### src/rtl/vec_alu_sequencer_if.sv
// rtl/vec_alu_sequencer_if.sv - instruction, operand, ALU and writeback signals of the lane ALU sequencer
// master is the sequencer side; slave is operand fetch / ALU / VRF side.
interface vec_alu_sequencer_if #(
  parameter int DATA_WIDTH = 32,
  parameter int MAX_VL     = 32
);
  localparam int IDX_W = $clog2(MAX_VL);

  logic                  instr_valid_i;
  logic                  instr_ready_o;
  logic [6:0]            instr_op_i;
  logic [IDX_W:0]        instr_vl_i;

  logic                  op_valid_i;
  logic                  op_ready_o;
  logic [DATA_WIDTH-1:0] op_a_i;
  logic [DATA_WIDTH-1:0] op_b_i;
  logic [DATA_WIDTH-1:0] op_c_i;
  logic                  op_mask_i;

  logic                  alu_valid_o;
  logic                  alu_mask_en_o;
  logic [DATA_WIDTH-1:0] alu_a_o;
  logic [DATA_WIDTH-1:0] alu_b_o;
  logic [DATA_WIDTH-1:0] alu_c_o;
  logic [6:0]            alu_op_o;
  logic [DATA_WIDTH-1:0] alu_q_i;

  logic                  wb_valid_o;
  logic                  wb_we_o;
  logic [IDX_W-1:0]      wb_idx_o;
  logic [DATA_WIDTH-1:0] wb_data_o;

  logic                  done_o;
  logic                  err_o;

  modport master (
    input  instr_valid_i, instr_op_i, instr_vl_i,
    input  op_valid_i, op_a_i, op_b_i, op_c_i, op_mask_i,
    input  alu_q_i,
    output instr_ready_o, op_ready_o,
    output alu_valid_o, alu_mask_en_o, alu_a_o, alu_b_o, alu_c_o, alu_op_o,
    output wb_valid_o, wb_we_o, wb_idx_o, wb_data_o,
    output done_o, err_o
  );

  modport slave (
    output instr_valid_i, instr_op_i, instr_vl_i,
    output op_valid_i, op_a_i, op_b_i, op_c_i, op_mask_i,
    output alu_q_i,
    input  instr_ready_o, op_ready_o,
    input  alu_valid_o, alu_mask_en_o, alu_a_o, alu_b_o, alu_c_o, alu_op_o,
    input  wb_valid_o, wb_we_o, wb_idx_o, wb_data_o,
    input  done_o, err_o
  );
endinterface

### src/rtl/vec_alu_sequencer.sv
// rtl/vec_alu_sequencer.sv - vector instruction sequencer driving the lane ALU and VRF writeback
// Issues one operand beat per cycle, tracks multiplier latency with a tag pipe, retires with done_o.
module vec_alu_sequencer #(
  parameter int DATA_WIDTH = 32,
  parameter int PIPE_ST    = 5,
  parameter int MAX_VL     = 32
) (
  input logic                 clk_i,
  input logic                 resetn_i,
  vec_alu_sequencer_if.master bus
);
  localparam int IDX_W = $clog2(MAX_VL);
  localparam int L     = PIPE_ST - 1;
  localparam int DC_W  = (L > 1) ? $clog2(L) : 1;

  localparam logic [DC_W-1:0]  DRAIN_LAST = DC_W'(L - 1);
  localparam logic [IDX_W:0]   VL_MAX     = (IDX_W + 1)'(MAX_VL);
  localparam logic [IDX_W:0]   ONE        = (IDX_W + 1)'(1);
  localparam logic [2:0]       CAT_MULT   = 3'd2;
  localparam logic [3:0]       F_MUL_LAST = 4'd7;
  localparam logic [3:0]       F_DIV_FIRST = 4'd8;
  localparam logic [3:0]       F_DIV_LAST = 4'd11;

  typedef enum logic [1:0] {S_IDLE, S_ISSUE, S_DRAIN, S_DONE} state_t;

  state_t              state;
  logic [IDX_W:0]      vl_q;
  logic [IDX_W:0]      elem_q;
  logic                mul_q;
  logic                div_q;
  logic [DC_W-1:0]     drain_cnt;
  logic [6:0]          alu_op_q;
  logic                instr_ready_q;
  logic                op_ready_q;
  logic                done_q;
  logic                err_q;
  logic                wb_valid_q;
  logic                wb_we_q;
  logic [IDX_W-1:0]    wb_idx_q;
  logic [DATA_WIDTH-1:0] wb_data_q;

  logic [L-1:0]        tag_v;
  logic [L-1:0]        tag_m;
  logic [IDX_W-1:0]    tag_idx [L];

  logic                dec_mul;
  logic                dec_div;
  logic [IDX_W:0]      vl_clamped;
  logic                accept;
  logic                last_beat;
  logic                mul_active;

  always_comb begin
    dec_mul    = 1'b0;
    dec_div    = 1'b0;
    if (bus.instr_op_i[2:0] == CAT_MULT) begin
      dec_mul = bus.instr_op_i[6:3] <= F_MUL_LAST;
      dec_div = (bus.instr_op_i[6:3] >= F_DIV_FIRST) && (bus.instr_op_i[6:3] <= F_DIV_LAST);
    end
    vl_clamped = (bus.instr_vl_i > VL_MAX) ? VL_MAX : bus.instr_vl_i;
  end

  assign accept     = op_ready_q & bus.op_valid_i;
  assign last_beat  = accept && ((elem_q + ONE) == vl_q);
  // MUL class keeps the multiplier enabled through bubbles and drain so its pipe never stalls
  assign mul_active = mul_q && (op_ready_q || (state == S_DRAIN));

  assign bus.alu_valid_o   = mul_active | (~mul_q & accept);
  assign bus.alu_mask_en_o = mul_active | (~mul_q & accept & bus.op_mask_i);
  assign bus.alu_a_o       = accept ? bus.op_a_i : '0;
  assign bus.alu_b_o       = accept ? bus.op_b_i : '0;
  assign bus.alu_c_o       = accept ? bus.op_c_i : '0;
  assign bus.alu_op_o      = alu_op_q;

  assign bus.instr_ready_o = instr_ready_q;
  assign bus.op_ready_o    = op_ready_q;
  assign bus.wb_valid_o    = wb_valid_q;
  assign bus.wb_we_o       = wb_we_q;
  assign bus.wb_idx_o      = wb_idx_q;
  assign bus.wb_data_o     = wb_data_q;
  assign bus.done_o        = done_q;
  assign bus.err_o         = err_q;

  always_ff @(posedge clk_i) begin
    if (!resetn_i) begin
      state         <= S_IDLE;
      vl_q          <= '0;
      elem_q        <= '0;
      mul_q         <= 1'b0;
      div_q         <= 1'b0;
      drain_cnt     <= '0;
      alu_op_q      <= '0;
      instr_ready_q <= 1'b1;
      op_ready_q    <= 1'b0;
      done_q        <= 1'b0;
      err_q         <= 1'b0;
      wb_valid_q    <= 1'b0;
      wb_we_q       <= 1'b0;
      wb_idx_q      <= '0;
      wb_data_q     <= '0;
      tag_v         <= '0;
      tag_m         <= '0;
      for (int i = 0; i < L; i++) tag_idx[i] <= '0;
    end else begin
      done_q     <= 1'b0;
      err_q      <= 1'b0;
      wb_valid_q <= 1'b0;
      wb_we_q    <= 1'b0;
      wb_idx_q   <= '0;
      wb_data_q  <= '0;

      // Writeback: ALU class on the accept cycle, MUL class when a tag leaves the pipe
      if (!mul_q && accept) begin
        wb_valid_q <= 1'b1;
        wb_we_q    <= bus.op_mask_i;
        wb_idx_q   <= elem_q[IDX_W-1:0];
        wb_data_q  <= bus.alu_q_i;
      end else if (mul_q && tag_v[L-1]) begin
        wb_valid_q <= 1'b1;
        wb_we_q    <= tag_m[L-1];
        wb_idx_q   <= tag_idx[L-1];
        wb_data_q  <= bus.alu_q_i;
      end

      if (mul_active) begin
        for (int i = L - 1; i > 0; i--) begin
          tag_v[i]   <= tag_v[i-1];
          tag_m[i]   <= tag_m[i-1];
          tag_idx[i] <= tag_idx[i-1];
        end
        tag_v[0]   <= accept;
        tag_m[0]   <= bus.op_mask_i;
        tag_idx[0] <= elem_q[IDX_W-1:0];
      end

      if (accept) elem_q <= elem_q + ONE;

      case (state)
        S_IDLE: begin
          if (bus.instr_valid_i) begin
            state         <= S_ISSUE;
            instr_ready_q <= 1'b0;
            alu_op_q      <= bus.instr_op_i;
            vl_q          <= vl_clamped;
            elem_q        <= '0;
            mul_q         <= dec_mul;
            div_q         <= dec_div;
            op_ready_q    <= (vl_clamped != '0) && !dec_div;
          end
        end
        S_ISSUE: begin
          // Empty or rejected instructions spend one ISSUE cycle without offering op_ready
          if ((vl_q == '0) || div_q) begin
            state    <= S_DONE;
            done_q   <= 1'b1;
            err_q    <= div_q;
            alu_op_q <= '0;
          end else if (last_beat) begin
            op_ready_q <= 1'b0;
            if (mul_q) begin
              state     <= S_DRAIN;
              drain_cnt <= '0;
            end else begin
              state    <= S_DONE;
              done_q   <= 1'b1;
              alu_op_q <= '0;
            end
          end
        end
        S_DRAIN: begin
          if (drain_cnt == DRAIN_LAST) begin
            state    <= S_DONE;
            done_q   <= 1'b1;
            alu_op_q <= '0;
          end else begin
            drain_cnt <= drain_cnt + 1'b1;
          end
        end
        S_DONE: begin
          state         <= S_IDLE;
          instr_ready_q <= 1'b1;
        end
        default: state <= S_IDLE;
      endcase
    end
  end
endmodule

### src/flat_wrapper.sv
// flat-port wrapper written by rule: the top's interface ports become plain ports
module vec_alu_sequencer_flat 
#(
  parameter int DATA_WIDTH = 32,
  parameter int PIPE_ST    = 5,
  parameter int MAX_VL     = 32
)
  (clk_i, resetn_i, bus_instr_valid_i, bus_instr_op_i, bus_instr_vl_i, bus_op_valid_i, bus_op_a_i, bus_op_b_i, bus_op_c_i, bus_op_mask_i, bus_alu_q_i, bus_instr_ready_o, bus_op_ready_o, bus_alu_valid_o, bus_alu_mask_en_o, bus_alu_a_o, bus_alu_b_o, bus_alu_c_o, bus_alu_op_o, bus_wb_valid_o, bus_wb_we_o, bus_wb_idx_o, bus_wb_data_o, bus_done_o, bus_err_o);
  vec_alu_sequencer_if #(.DATA_WIDTH(DATA_WIDTH), .MAX_VL(MAX_VL)) bus_i ();
  input logic clk_i;
  input logic resetn_i;
  input wire logic [$bits(bus_i.instr_valid_i)-1:0] bus_instr_valid_i;
  input wire logic [$bits(bus_i.instr_op_i)-1:0] bus_instr_op_i;
  input wire logic [$bits(bus_i.instr_vl_i)-1:0] bus_instr_vl_i;
  input wire logic [$bits(bus_i.op_valid_i)-1:0] bus_op_valid_i;
  input wire logic [$bits(bus_i.op_a_i)-1:0] bus_op_a_i;
  input wire logic [$bits(bus_i.op_b_i)-1:0] bus_op_b_i;
  input wire logic [$bits(bus_i.op_c_i)-1:0] bus_op_c_i;
  input wire logic [$bits(bus_i.op_mask_i)-1:0] bus_op_mask_i;
  input wire logic [$bits(bus_i.alu_q_i)-1:0] bus_alu_q_i;
  output wire logic [$bits(bus_i.instr_ready_o)-1:0] bus_instr_ready_o;
  output wire logic [$bits(bus_i.op_ready_o)-1:0] bus_op_ready_o;
  output wire logic [$bits(bus_i.alu_valid_o)-1:0] bus_alu_valid_o;
  output wire logic [$bits(bus_i.alu_mask_en_o)-1:0] bus_alu_mask_en_o;
  output wire logic [$bits(bus_i.alu_a_o)-1:0] bus_alu_a_o;
  output wire logic [$bits(bus_i.alu_b_o)-1:0] bus_alu_b_o;
  output wire logic [$bits(bus_i.alu_c_o)-1:0] bus_alu_c_o;
  output wire logic [$bits(bus_i.alu_op_o)-1:0] bus_alu_op_o;
  output wire logic [$bits(bus_i.wb_valid_o)-1:0] bus_wb_valid_o;
  output wire logic [$bits(bus_i.wb_we_o)-1:0] bus_wb_we_o;
  output wire logic [$bits(bus_i.wb_idx_o)-1:0] bus_wb_idx_o;
  output wire logic [$bits(bus_i.wb_data_o)-1:0] bus_wb_data_o;
  output wire logic [$bits(bus_i.done_o)-1:0] bus_done_o;
  output wire logic [$bits(bus_i.err_o)-1:0] bus_err_o;
  assign bus_i.instr_valid_i = bus_instr_valid_i;
  assign bus_i.instr_op_i = bus_instr_op_i;
  assign bus_i.instr_vl_i = bus_instr_vl_i;
  assign bus_i.op_valid_i = bus_op_valid_i;
  assign bus_i.op_a_i = bus_op_a_i;
  assign bus_i.op_b_i = bus_op_b_i;
  assign bus_i.op_c_i = bus_op_c_i;
  assign bus_i.op_mask_i = bus_op_mask_i;
  assign bus_i.alu_q_i = bus_alu_q_i;
  assign bus_instr_ready_o = bus_i.instr_ready_o;
  assign bus_op_ready_o = bus_i.op_ready_o;
  assign bus_alu_valid_o = bus_i.alu_valid_o;
  assign bus_alu_mask_en_o = bus_i.alu_mask_en_o;
  assign bus_alu_a_o = bus_i.alu_a_o;
  assign bus_alu_b_o = bus_i.alu_b_o;
  assign bus_alu_c_o = bus_i.alu_c_o;
  assign bus_alu_op_o = bus_i.alu_op_o;
  assign bus_wb_valid_o = bus_i.wb_valid_o;
  assign bus_wb_we_o = bus_i.wb_we_o;
  assign bus_wb_idx_o = bus_i.wb_idx_o;
  assign bus_wb_data_o = bus_i.wb_data_o;
  assign bus_done_o = bus_i.done_o;
  assign bus_err_o = bus_i.err_o;
  vec_alu_sequencer #(.DATA_WIDTH(DATA_WIDTH), .PIPE_ST(PIPE_ST), .MAX_VL(MAX_VL)) u_core (.clk_i(clk_i), .resetn_i(resetn_i), .bus(bus_i));
endmodule
### config.mk
export PLATFORM = sky130hd
export DESIGN_NAME = vec_alu_sequencer_flat
export DESIGN_NICKNAME = d
export VERILOG_FILES = /design/src/rtl/vec_alu_sequencer_if.sv /design/src/rtl/vec_alu_sequencer.sv /design/src/flat_wrapper.sv
export SDC_FILE = /design/constraint.sdc
export NUM_CORES = 1
export LEC_CHECK = 0
export ABC_AREA = 0
export BUFFER_PORTS_ARGS = -buffer_cell sky130_fd_sc_hd__buf_4
export CAP_MARGIN = 25
export CORE_AREA = 2 2 114 116
export DETAILED_ROUTE_END_ITERATION = 7
export DIE_AREA = 0 0 116 118
export PLACE_DENSITY = 0.69
export SLEW_MARGIN = 20
export SYNTH_ARGS = -nofsm -noshare
export SYNTH_HDL_FRONTEND = slang
export SYNTH_SLANG_ARGS = --single-unit
### constraint.sdc
create_clock -name clk_i -period 4.6 [get_ports clk_i]
set_clock_uncertainty 0.1 [all_clocks]
set_input_delay 0.46 -clock clk_i [delete_from_list [all_inputs] [get_ports clk_i]]
set_output_delay 0.46 -clock clk_i [all_outputs]
set_load 0.02 [all_outputs]
### After elaboration in Yosys (flattened, before gate mapping)

Memory sizes are Yosys's and may differ from the RTL's.
Cells that the tools add are included.

| storage, ports and cells | value |
|---|---|
| memories | 1 |
| bits of input ports | 146 |
| logic and storage cells | 125 |
| RAM bits | 20 |
| register bits | 76 |
| output and inout port bits | 148 |

| operators by class | value |
|---|---|
| bitwise operators | 10 |
| muxes and demuxes | 53 |
| equality and inequality tests | 14 |
| reduce and logical (&&, ||, !) cells | 24 |
| add/subtract/negate cells | 2 |
| $lt $le $gt $ge | 4 |

Memories:

| name | depth | width | read ports | clocked after Yosys merged registers in | wr ports | line | source |
|---|---|---|---|---|---|---|---|
| u_core.tag_idx | 4 | 5 | 4 | 0 | 4 | vec_alu_sequencer.sv:44 | `logic [IDX_W-1:0] tag_idx [L];` |

Operators by type and width:

| kind | number |
|---|---|
| two-way mux 32 bit | 5 |
| two-way mux 7 bit | 5 |
| two-way mux 5 bit | 6 |
| two-way mux 6 bit | 4 |
| case mux 7 bit (3 select lines) | 1 |
| two-way mux 1 bit | 19 |
| two-way mux 2 bit | 8 |
| AND reduction 5 bit | 2 |
| != test 2 bit (second input constant) | 4 |
| case mux 2 bit (4 select lines) | 1 |
| adder 6 x 1 -> 6 bit (second input constant) | 1 |
| equality test 2 bit (second input constant) | 3 |
| equality test 6 bit | 1 |
| greater-than comparator 6 bit (second input constant) | 1 |
| logical AND 1 bit | 6 |
| logical NOT 6 bit | 1 |
| OR 1 bit | 6 |
| case mux 1 bit (2 select lines) | 3 |
| AND reduction 3 bit | 2 |
| nonzero test 2 bit | 3 |
| nonzero test 6 bit | 1 |
| >= comparator 4 bit (second input constant) | 1 |
| less-or-equal comparator 4 x 3 -> 1 bit (second input constant) | 1 |
| less-or-equal comparator 4 bit (second input constant) | 1 |
| other kinds (15) | 21 |

### Depth between registers and ports, before layout

| logic depth | value |
|---|---|
| depth in word-level cells | 7 |
| depth in mapped cells | 7 |
| mapped depth without buffers | 7 |

### Least setup slack after synthesis

OpenSTA, ideal clock, no wires.

| timing | value |
|---|---|
| kind | reg2reg |
| from | register u_core.state[0] |
| to | memory u_core.tag_idx[0][0] (netlist name) (enable) |
| buffers on the path | 1 |
| path slack | 2490 ps |
| arrival | 1616 ps |
| data required time | 4106 ps |
| clock period less this slack | 2110 ps |
| cell stages (with the launch flop) | 6 |
| setup time | 394 ps |
| cell sequence | dfxtp_1 inv_1 ha_1 o21ai_0 clkbuf_1 nand2_1 |

RTL lines:

| item | line | source |
|---|---|---|
| from (decl) | vec_alu_sequencer.sv:26 | `state_t state;` |
| from (signal assigned) | vec_alu_sequencer.sv:86 | `state <= S_IDLE;` |
| from (signal assigned) | vec_alu_sequencer.sv:141 | `state <= S_ISSUE;` |
| from (signal assigned) | vec_alu_sequencer.sv:154 | `state <= S_DONE;` |
| to (decl) | vec_alu_sequencer.sv:44 |  |

### Worst setup path in the final report

| timing | value |
|---|---|
| from | input bus_op_valid_i |
| to | output bus_alu_mask_en_o |

| between the ends | value |
|---|---|
| word-level cells in the longest chain between the ends | 4 |

Ends and longest elaborated chain:

| item | line | source |
|---|---|---|
| from (decl) | flat_wrapper.sv:15 | `input wire logic [$bits(bus_i.op_valid_i)-1:0] bus_op_valid_i;` |
| AND 1 bit | vec_alu_sequencer.sv:63 | `assign accept = op_ready_q & bus.op_valid_i;` |
| AND 1 bit (2 in series) | vec_alu_sequencer.sv:69 | `assign bus.alu_mask_en_o = mul_active \| (~mul_q & accept & bus.op_mask_i);` |
| OR 1 bit | vec_alu_sequencer.sv:69 |  |
| to (decl) | flat_wrapper.sv:24 | `output wire logic [$bits(bus_i.alu_mask_en_o)-1:0] bus_alu_mask_en_o;` |

No other way between the ends.

==> results.md <==
- Outcome: finished clean
- P&R area growth vs syn: 59.0%
- Area of the multi-input gates: 2080 sq um
- Fmax: 403 MHz
- Routed wl met2: 7.32 mm
- Synth top area cells: dfxtp_1 (35%), and3_1 (17%), edfxtp_1 (14%), and2_1 (5.4%), nand2_1 (3.5%)
- Setup slack at placement: 1.84 ns
- Post-Syn Instances: 469
- Syn_area_per_cell: 9.31 sq um
- DR DRC count: 0
- Slowest CP cell: buf_4
- Leakage: 3.63 nW
- Routed vias/inst: 4.90
- Final WL: 15.3 mm
- DIE AREA: 13700 sq um
- CTS Hold Buffers Added: 0
- Port Buffers: 293
- Post-layout worst setup margin: 2.12 ns
- Sequential fraction of the synthesis area: 48.6%
- Max VDD drop: 0.313 mV
- Layout Utilization: 55.9%
- CTS-repair resized insts: 0
- TritonCTS clock tree: done
- DIE WIDTH: 116 microns
- Clock period minus worst slack: 2.48 ns
- Max-capacitance violation count: 0
- Setup crit end kind: primary output
- Syn Std Cell Area: 4360 sq um
- Slowest cell delay on critical path: 0.55 ns
- Least-Margin Pin Slew: 0.812 ns
- Type of the worst min-delay path: in -> reg
- Antenna diode count: 0
- Final setup viols: 0
- Total grt overflow: 0
- Max_slew headroom: 45.7%
- First-pass DRT Iterations: 5
- Clk_lat worst skew: 0.34 ns
- Vias: 4482
- Crit share post-route: 54.0%
- CP required: 4.04 ns
- Post-synth cell types: 41
- H-Tree Level Count: 3
- GRT Util Overall: 21.3%
- CTS Buffer Depth: 2
- Routability Congestion: 0.894
- Register area: 2120 sq um
- Sink Count: 96
- Final Slew Violations: 0
- CP max FO: 98
- Worst-path clk slew: 0.06 ns
- Wirelength per Cell: 16.7 microns
- First-pass GRT wire length: 22.8 mm
- PnR Total Power: 0.00270 W
- Post-synth net total: 621
- Core footprint: 12400 sq um
- Num CTS Buffers: 9
- Fin nets: 890
- Starting Density: 35.2%
- Routed wl met3: 1.43 mm
- CTS root buffer: clkbuf_16
- RSZ-0062 raised after global routing: false
- Die height: 118 microns
- Startpoint class of the critical path: primary input
- Routed Antenna Nets: 0
- CP dominant cell by count: buf_4
- Initial DRC count: 431
- Critical Setup Path Class: in -> out
- Vias in the first global route: 4356
- Yosys Warn Count: 0
- PD cells: 389 nW/um^2
- Top cell type's share of synthesized area: 34.9%
- Top Metal Used: met4
- CP Cell Sequence: buf_4, and2_1, nand3_1, nand2_1, buf_4
- HPWL after detailed placement: 12.1 mm
- Post-CTS Setup Repair Bufs: 0
- Final Hold Viols: 0
- Top cell type by total area after synthesis: dfxtp_1
- Largest net degree at the start of global routing: 99
- # IOs: 294
- Setup tns final: 0 ns
- Initial antenna violation count: 1
- Fillers: 1128
- Num rows: 41
- M1 wire length: 6.22 mm
- #FFs+latches synth: 96
- CP arrival: 1.92 ns
- Final hold slack: 0.218 ns
- Layout cells sized above 1: 42.3%
==> power by group <==
group / switching, W / leakage (nW) / internal, W / total (W)
clock network: 0.000295 / 0.132 / 0.000416 / 0.000711
logic: 0.000568 / 2.67 / 0.000438 / 0.00101
registers: 0.0000514 / 0.823 / 0.000934 / 0.000986
total: 0.000914 / 3.63 / 0.00179 / 0.00270
==> per-layer routing <==
layer  up-vias  global-route usage [%]
li1       2169                       -
met1      2064                    26.6
met2       231                    34.8
met3        18                    6.90
met4         0                    6.70
met5         -                       0
==> state kept, by name, indices dropped and copies added, names as in the netlist, 2 cells and up <==
signal,count
u_core.tag_v,4
u_core.vl_q,6
u_core.bus.wb_data_o,32
u_core.bus.alu_op_o,7
u_core.state,2
u_core.drain_cnt,2
u_core.bus.wb_idx_o,5
u_core.tag_idx,20
u_core.tag_m,4
u_core.elem_q,6
==> path summary, 6_finish.rpt <==
kind,startpoint,end,slack (ns),cells after the start
setup reg to reg,u_core.elem_q[0],u_core.state[0],2.25,7
hold reg to reg,u_core.bus.alu_op_o[3],u_core.bus.alu_op_o[3],0.36,2
hold / removal,bus_alu_q_i[21],u_core.bus.wb_data_o[21],0.22,2
setup / recovery,bus_op_valid_i,bus_alu_mask_en_o,2.12,5
==> placed cells by master (no fill, tap or decap), types with 11 or more instances in the layout <==
| master | count |
|---|---|
| and2_1 | 38 |
| nor2b_1 | 11 |
| and3_1 | 117 |
| dfxtp_1 | 75 |
| nand2_1 | 41 |
| nor2_1 | 15 |
| a21boi_0 | 11 |
| edfxtp_1 | 20 |
| a21oi_1 | 13 |
| buf_4 | 296 |
==> logic make-up after synthesis <==
| family | after synthesis | share of synthesized area (%) |
|---|---|---|
| fa+ha+maj | 6 | 1.72 |
| mux | 10 | 2.29 |
| flops | 96 | 48.6 |
| simple gates | 256 | 34.1 |
| xor+xnor | 11 | 2.21 |
| compound gates | 46 | 7.25 |
| buf+inv | 44 | 3.81 |
==> cell usage after synthesis, drive strengths merged <==
master   instances
and3           120
dfxtp           76
nand2           41
and2            38
clkbuf          37
edfxtp          20
nor2            15
a21oi           13
a21boi          11
nor2b           11
mux2i           10
nand3b           8
o21ai            8
ha               6
nor3b            6
xnor2            6
a32oi            5
inv              5
xor2             5
nand3            4
nor3             4
nand4            2
nor4             2
o211ai           2
o21a             2
a2111oi          1
a211o            1
a31oi            1
buf              1
clkinv           1
nand2b           1
nand4b           1
o31a             1
o41a             1
or2              1
or3b             1
or4              1
==> worst max-delay path, delay by kind of cell <==
kind	cells	cell delay [ns]
AND/OR/NAND/NOR	3	0.75
buffers and inverters	2	0.69
==> final cells by class <==
type	instances	area share (%)
well taps	172	3.10
clock inverters	5	0.703
flip-flops and latches	96	30.6
clock buffers	11	3.35
multi-input cells	329	29.9
repair buffers	296	32.0
inverters	6	0.324
==> per-stage QoR <==
step	std cells	area, sq um
6_report	915	6940
4_1_cts	915	6940
5_1_grt	915	6940
3_3_place_gp	899	6660
2_1_floorplan	469	4360
3_5_place_dp	899	6660
Power figures use the tool's default switching activity.
